===== config.mk =====
export PLATFORM = sky130hd
export DESIGN_NAME = fwd_hazard_unit
export DESIGN_NICKNAME = d
export VERILOG_FILES = /design/src/rtl/fwd_hazard_unit.sv
export SDC_FILE = /design/constraint.sdc
export NUM_CORES = 1
export LEC_CHECK = 0
export ABC_AREA = 1
export CORE_AREA = 2 2 53 75
export DETAILED_ROUTE_END_ITERATION = 7
export DIE_AREA = 0 0 55 77
export PLACE_DENSITY = 0.9
export SLEW_MARGIN = 30
export SYNTH_ARGS = -nofsm -noshare
export SYNTH_HDL_FRONTEND = slang
export SYNTH_SLANG_ARGS = --single-unit

===== constraint.sdc =====
create_clock -name clk -period 3.8 [get_ports clk]
set_clock_uncertainty 0.1 [all_clocks]
set_input_delay 0.57 -clock clk [delete_from_list [all_inputs] [get_ports clk]]
set_output_delay 0.57 -clock clk [all_outputs]
set_load 0.01 [all_outputs]

===== src/rtl/fwd_hazard_unit.sv =====
// Forwarding select and load-use stall unit beside ID; scoreboard of FWD_DEPTH stages.
// Optional performance counters are enabled by defining HAZ_PERF_CNT_EN.
module fwd_hazard_unit #(
  parameter int NUM_SRC   = 2,
  parameter int FWD_DEPTH = 2,
  parameter int REG_AW    = 5,
  parameter int LOAD_LAT  = 1,
  parameter int FSEL_W    = $clog2(FWD_DEPTH+1)
) (
  input  logic                       clk,
  input  logic                       rst_n,
  input  logic                       id_valid,
  input  logic                       id_wen,
  input  logic                       id_is_load,
  input  logic [REG_AW-1:0]          id_rd,
  input  logic [NUM_SRC*REG_AW-1:0]  id_rs,
  input  logic                       flush,
  output logic [NUM_SRC*FSEL_W-1:0]  fwd_sel,
  output logic                       stall,
  output logic [31:0]                perf_stall_cnt,
  output logic [31:0]                perf_fwd_cnt
);

  // A zero-latency build still needs a 1-bit counter field; it simply stays 0.
  localparam int CNT_W = (LOAD_LAT > 0) ? $clog2(LOAD_LAT+1) : 1;

  logic              r_v   [1:FWD_DEPTH];
  logic              r_wen [1:FWD_DEPTH];
  logic [REG_AW-1:0] r_rd  [1:FWD_DEPTH];
  logic [CNT_W-1:0]  r_cnt [1:FWD_DEPTH];

  logic [NUM_SRC-1:0] w_blocked;
  logic               w_issue;

  for (genvar gi = 0; gi < NUM_SRC; gi++) begin : g_src
    logic [REG_AW-1:0] w_rs;
    logic [FSEL_W-1:0] w_sel;
    logic              w_blk;

    assign w_rs = id_rs[gi*REG_AW +: REG_AW];

    // Scan oldest to youngest so the youngest matching producer overrides.
    always_comb begin
      w_sel = '0;
      w_blk = 1'b0;
      for (int k = FWD_DEPTH; k >= 1; k--) begin
        if (r_v[k] && r_wen[k] && (r_rd[k] != '0) && (r_rd[k] == w_rs)) begin
          if (r_cnt[k] == '0) begin
            w_sel = FSEL_W'(k);
            w_blk = 1'b0;
          end else begin
            w_sel = '0;
            w_blk = 1'b1;
          end
        end
      end
    end

    assign fwd_sel[gi*FSEL_W +: FSEL_W] = w_sel;
    assign w_blocked[gi]                = w_blk;
  end

  assign stall   = id_valid & ~flush & (|w_blocked);
  assign w_issue = id_valid & ~stall & ~flush;

  always_ff @(posedge clk or negedge rst_n) begin
    if (!rst_n) begin
      for (int k = 1; k <= FWD_DEPTH; k++) begin
        r_v[k]   <= 1'b0;
        r_wen[k] <= 1'b0;
        r_rd[k]  <= '0;
        r_cnt[k] <= '0;
      end
    end else begin
      if (w_issue) begin
        r_v[1]   <= 1'b1;
        r_wen[1] <= id_wen;
        r_rd[1]  <= id_rd;
        r_cnt[1] <= id_is_load ? CNT_W'(LOAD_LAT) : '0;
      end else begin
        r_v[1]   <= 1'b0;
        r_wen[1] <= 1'b0;
        r_rd[1]  <= '0;
        r_cnt[1] <= '0;
      end
      for (int k = 2; k <= FWD_DEPTH; k++) begin
        r_v[k]   <= r_v[k-1];
        r_wen[k] <= r_wen[k-1];
        r_rd[k]  <= r_rd[k-1];
        r_cnt[k] <= (r_cnt[k-1] != '0) ? r_cnt[k-1] - CNT_W'(1) : '0;
      end
    end
  end

`ifdef HAZ_PERF_CNT_EN
  localparam int FNUM_W = $clog2(NUM_SRC+1);

  logic [FNUM_W-1:0] w_fwd_num;
  logic [31:0]       r_perf_stall;
  logic [31:0]       r_perf_fwd;

  always_comb begin
    w_fwd_num = '0;
    for (int i = 0; i < NUM_SRC; i++) begin
      if (fwd_sel[i*FSEL_W +: FSEL_W] != '0) w_fwd_num = w_fwd_num + FNUM_W'(1);
    end
  end

  always_ff @(posedge clk or negedge rst_n) begin
    if (!rst_n) begin
      r_perf_stall <= '0;
      r_perf_fwd   <= '0;
    end else begin
      if (stall)   r_perf_stall <= r_perf_stall + 32'd1;
      if (w_issue) r_perf_fwd   <= r_perf_fwd + 32'(w_fwd_num);
    end
  end

  assign perf_stall_cnt = r_perf_stall;
  assign perf_fwd_cnt   = r_perf_fwd;
`else
  assign perf_stall_cnt = 32'd0;
  assign perf_fwd_cnt   = 32'd0;
`endif

endmodule

### Word level (Yosys, flattened, before mapping)

Index checks and enable logic that the tools add are counted.

* $add $sub $neg: 1
* equality and inequality tests: 4
* multiplexer cells: 18
* bitwise gates (word level): 6
* reductions and logical operators: 11

Operators with widths (count)
* $eq 5x5->1: 4
* $mux 1: 12
* $mux 2: 5
* $reduce_bool 5->1: 2
* $logic_and 1x1->1: 8
* $mux 5: 1
* $and 1x1->1: 4
* $not 1->1: 2
* $reduce_or 2->1: 1
* $sub 1x1->1 const B: 1

* register bits: 16
* input bits: 21
* output and inout bits: 69
* word-level logic and storage cells: 48

### Depth between registers and ports, before layout

* depth in word-level cells: 11
* gate-level depth with buffers: 8
* depth with buffers taken out: 8

### Least setup slack after synthesis

OpenSTA, ideal clock, no wires.

* path type: input -> output
* from: input id_rs[0]
* to: output stall
* arrival time: 1.245 ns
* required time: 3.130 ns
* setup slack: 1.885 ns
* cell stages on the path: 5
* path buffers: 0
* cell sequence: xnor2_1 -> nand3_2 -> nor2_2 -> nand3_2 -> a21oi_1

* cells in the longest elaborated chain, start to end: 6
* elaborated cells on any way between the ends: 8
* classes of those cells: eq/ne: 2; mux: 2; bitwise: 1; reduce/logical: 3

Ends and longest elaborated chain
* start: declaration: line 16 `input logic [NUM_SRC*REG_AW-1:0] id_rs,`
* $eq 5x5->1: line 47 `if (r_v[k] && r_wen[k] && (r_rd[k] != '0) && (r_rd[k] == w_rs)) begin`
* $logic_and 1x1->1: line 47
* $mux 1: line 47
* $mux 1 (*): line 47
* $reduce_or 2->1 (*): line 63 `assign stall = id_valid & ~flush & (|w_blocked);`
* $and 1x1->1 (*): line 63
* end: declaration: line 19 `output logic stall,`

Mark *: on every way between the ends. The rest lies on a longest branch, timed or not.

### Final worst setup path

* from: input id_rs[6]
* to: output stall

The elaborated chain is that of the path after synthesis.

==> key figures <==
Status
  • Status: completed

Worst setup path
  • Startpoint Class: input pin
  • Worst path required time: 3.13 ns
  • Critical path arrival: 2.31 ns
  • Crit path max fanout: 2
  • CP endpoint kind: primary output
  • Worst setup path class: in -> out

Clocking
  • Post-cts repair resize count: 0
  • Hold buffer count at cts: 0
  • CTS Root Cell: clkbuf_8
  • Clock sinks: 15
  • Clk_lat worst skew: 0.24 ns
  • Clock Pin Slew Worst Setup and Hold Paths: 0.06 ns
  • Post-CTS setup buffer count: 0
  • CTS tree: done
  • H-tree Lvls: 1
  • Max Root-Sink Buffers: 2
  • CTS Buf Count: 3

Logic synthesis
  • Gate Count Post-Synth: 159
  • Synth area leaders: buf_4, dfrtp_1, xor2_1
  • Synth cell types: 18
  • Async S/R FF share, synth: 100%
  • Synth area leader: buf_4
  • Sequential area share after synthesis: 28.9%
  • Top_reg_cell synth: dfrtp_1
  • Yosys warns: 0
  • Syn Area/Cell: 8.18 um2
  • Cell Area, Synth: 0.00130 mm2
  • Count leader, synth: buf_4
  • Share of the synthesized area in the top cell type: 37.0%
  • Most frequent cells after synthesis: buf_4, nor2_1, dfrtp_1, inv_1, nand2_1
  • EDFF count, synth: 0
  • Register bit total from synthesis: 15

GRT
  • Largest net degree at the start of global routing: 16
  • Vias in the first global route: 749
  • First-pass GRT wire length: 2.83 mm
  • Gr ovfl total: 0
  • Initial antenna violation count: 0
  • GR Util All Layers: 9.26%

STA
  • Setup-failing EPs final: 0
  • Max_slew headroom: 58.8%
  • Min Tclk post-route: 2.98 ns
  • RSZ-0062 raised after global routing: false
  • Fmax: 335 MHz
  • Slew @ Worst Pin: 0.616 ns
  • Final hold vios: 0
  • Slew Viols, Final: 0
  • Crit share post-route: 78.5%
  • Setup_tns: 0 ns

Placed design
  • GPL Wtd Cong: 0.599
  • Port Buffers: 25
  • Detailed Place HPWL: 1.68 mm

Detailed routing
  • Pre-antenna DRT Iters: 2
  • Total wire length: 1.97 mm
  • Number of remaining DRC errors: 0
  • Via count: 840
  • DR iter-0 viols: 9
  • WL per Instance: 8.59 um
  • Routed Antenna Nets: 0
  • Via density: 3.67

Min path
  • Min-delay worst type: reg -> reg

Die
  • I/O pin total: 90
  • # rows: 26
  • Die X: 55 um
  • DIE HEIGHT: 77 um
  • Core Region: 0.00358 mm2
  • Starting Density: 36.3%
  • Die footprint: 0.00424 mm2

Final layout
  • Area grow syn2layout: 7.99%
  • Layout fillers: 354
  • Post-layout net count: 209
  • Layout cells sized above 1: 5.35%
  • Antenna diode count: 0

Flow run
  • Max Cap Viol: 0

Power and ir drop
  • Worst vdd ir: 124 uV
  • Pwr dens: 273 mW/mm2
  • Power, Total: 383 uW
  • Lkg Pwr: 0.785 nW
## placed cells by master (no fill, tap or decap)
cell type        instances
nor2_2                   1
clkbuf_8                 3
xor2_1                  11
clkdlybuf4s50_1         25
nand3_2                  2
nand2_2                  1
and3_1                   2
xnor2_1                  7
inv_2                    1
a21oi_1                  1
dfrtp_1                 15
nand3_1                  3
nor3_1                   3
nand3_4                  1
nand4_2                  1
nand2_1                 12
nor2_1                  18
inv_1                   15
clkbuf_1                 1
conb_1                  64
## per-stage QoR
step / std cells / area, um2 / setup slack, ns / util, % / hold WS [ns]
4_1_cts: 229 / 1400 / 0.794 / 39.2 / 0.279
3_3_place_gp: 225 / 1360 / 0.836 / 38.0 / 0.255
6_report: 229 / 1400 / 0.818 / 39.2 / 0.279
2_1_floorplan: 222 / 1540 / 1.88 / - / 0.174
3_5_place_dp: 225 / 1360 / 0.800 / 38.0 / 0.266
5_1_grt: 229 / 1400 / 0.689 / 39.2 / 0.286
## cell families (layout without fill, tap and decap cells)
group | after synthesis | in the layout | share of synthesized area (%)
XOR/XNOR | 18 | 18 | 12.1
flip-flops | 15 | 15 | 28.9
AND/OR/NAND/NOR | 44 | 44 | 16.7
AO/OA/AOI/OAI | 1 | 1 | 0.385
other | 1 | 64 | 0.288
buffers and inverters | 80 | 45 | 41.6
## path summary, 6_finish.rpt
kind                                        start  cells past startpoint  slack, ns                 end
worst max-delay path                     id_rs[6]                      7       0.82               stall
worst min-delay path             r_v[1]$_DFF_PN0_                      0       0.28    r_v[0]$_DFF_PN0_
worst max register to register  r_rd[6]$_DFF_PN0_                      6       2.40   r_rd[8]$_DFF_PN0_
worst min register to register   r_v[1]$_DFF_PN0_                      0       0.28    r_v[0]$_DFF_PN0_
max in group asynchronous                   rst_n                      1       2.59    r_v[1]$_DFF_PN0_
min in group asynchronous                   rst_n                      1       0.61  r_wen[0]$_DFF_PN0_
## flip-flops by register name, indices dropped and copies added, names as in the netlist
| register | count |
|---|---|
| r_cnt | 1 |
| r_wen | 2 |
| r_rd | 10 |
| r_v | 2 |
## metal layers
metal / GRT usage, % / part of all wire (%) / vias up / wire (um)
li1: - / - / 404 / -
met1: 7.97 / 31 / 377 / 609
met2: 17.4 / 55 / 55 / 1090
met3: 1.95 / 12 / 4 / 232
met4: 5.85 / 2.0 / 0 / 40
met5: 0 / 0 / - / 0
## worst max-delay path: stages
cell             delay, ns
clkdlybuf4s50_1       0.51
xnor2_1               0.13
nand2_1               0.10
nor2_1                0.16
nand4_2               0.14
a21oi_1               0.15
clkdlybuf4s50_1       0.55
## where the power goes
group | leakage (nW) | switching (mW) | internal, mW
sequential | 0.201 | 0.00642 | 0.166
clock | 0.0228 | 0.0494 | 0.0741
combinational | 0.561 | 0.0545 | 0.0328
## area by class of cell
cell class / count / area [um2] / share of cell area [%]
clock buffers: 4 / 45.0 / 3.21
inverters: 16 / 60.1 / 4.28
multi-input cells: 127 / 621 / 44.2
flip-flops and latches: 15 / 375 / 26.7
well taps: 42 / 52.6 / 3.74
repair buffers: 25 / 250 / 17.8
(Power assumes the default switching activity.)
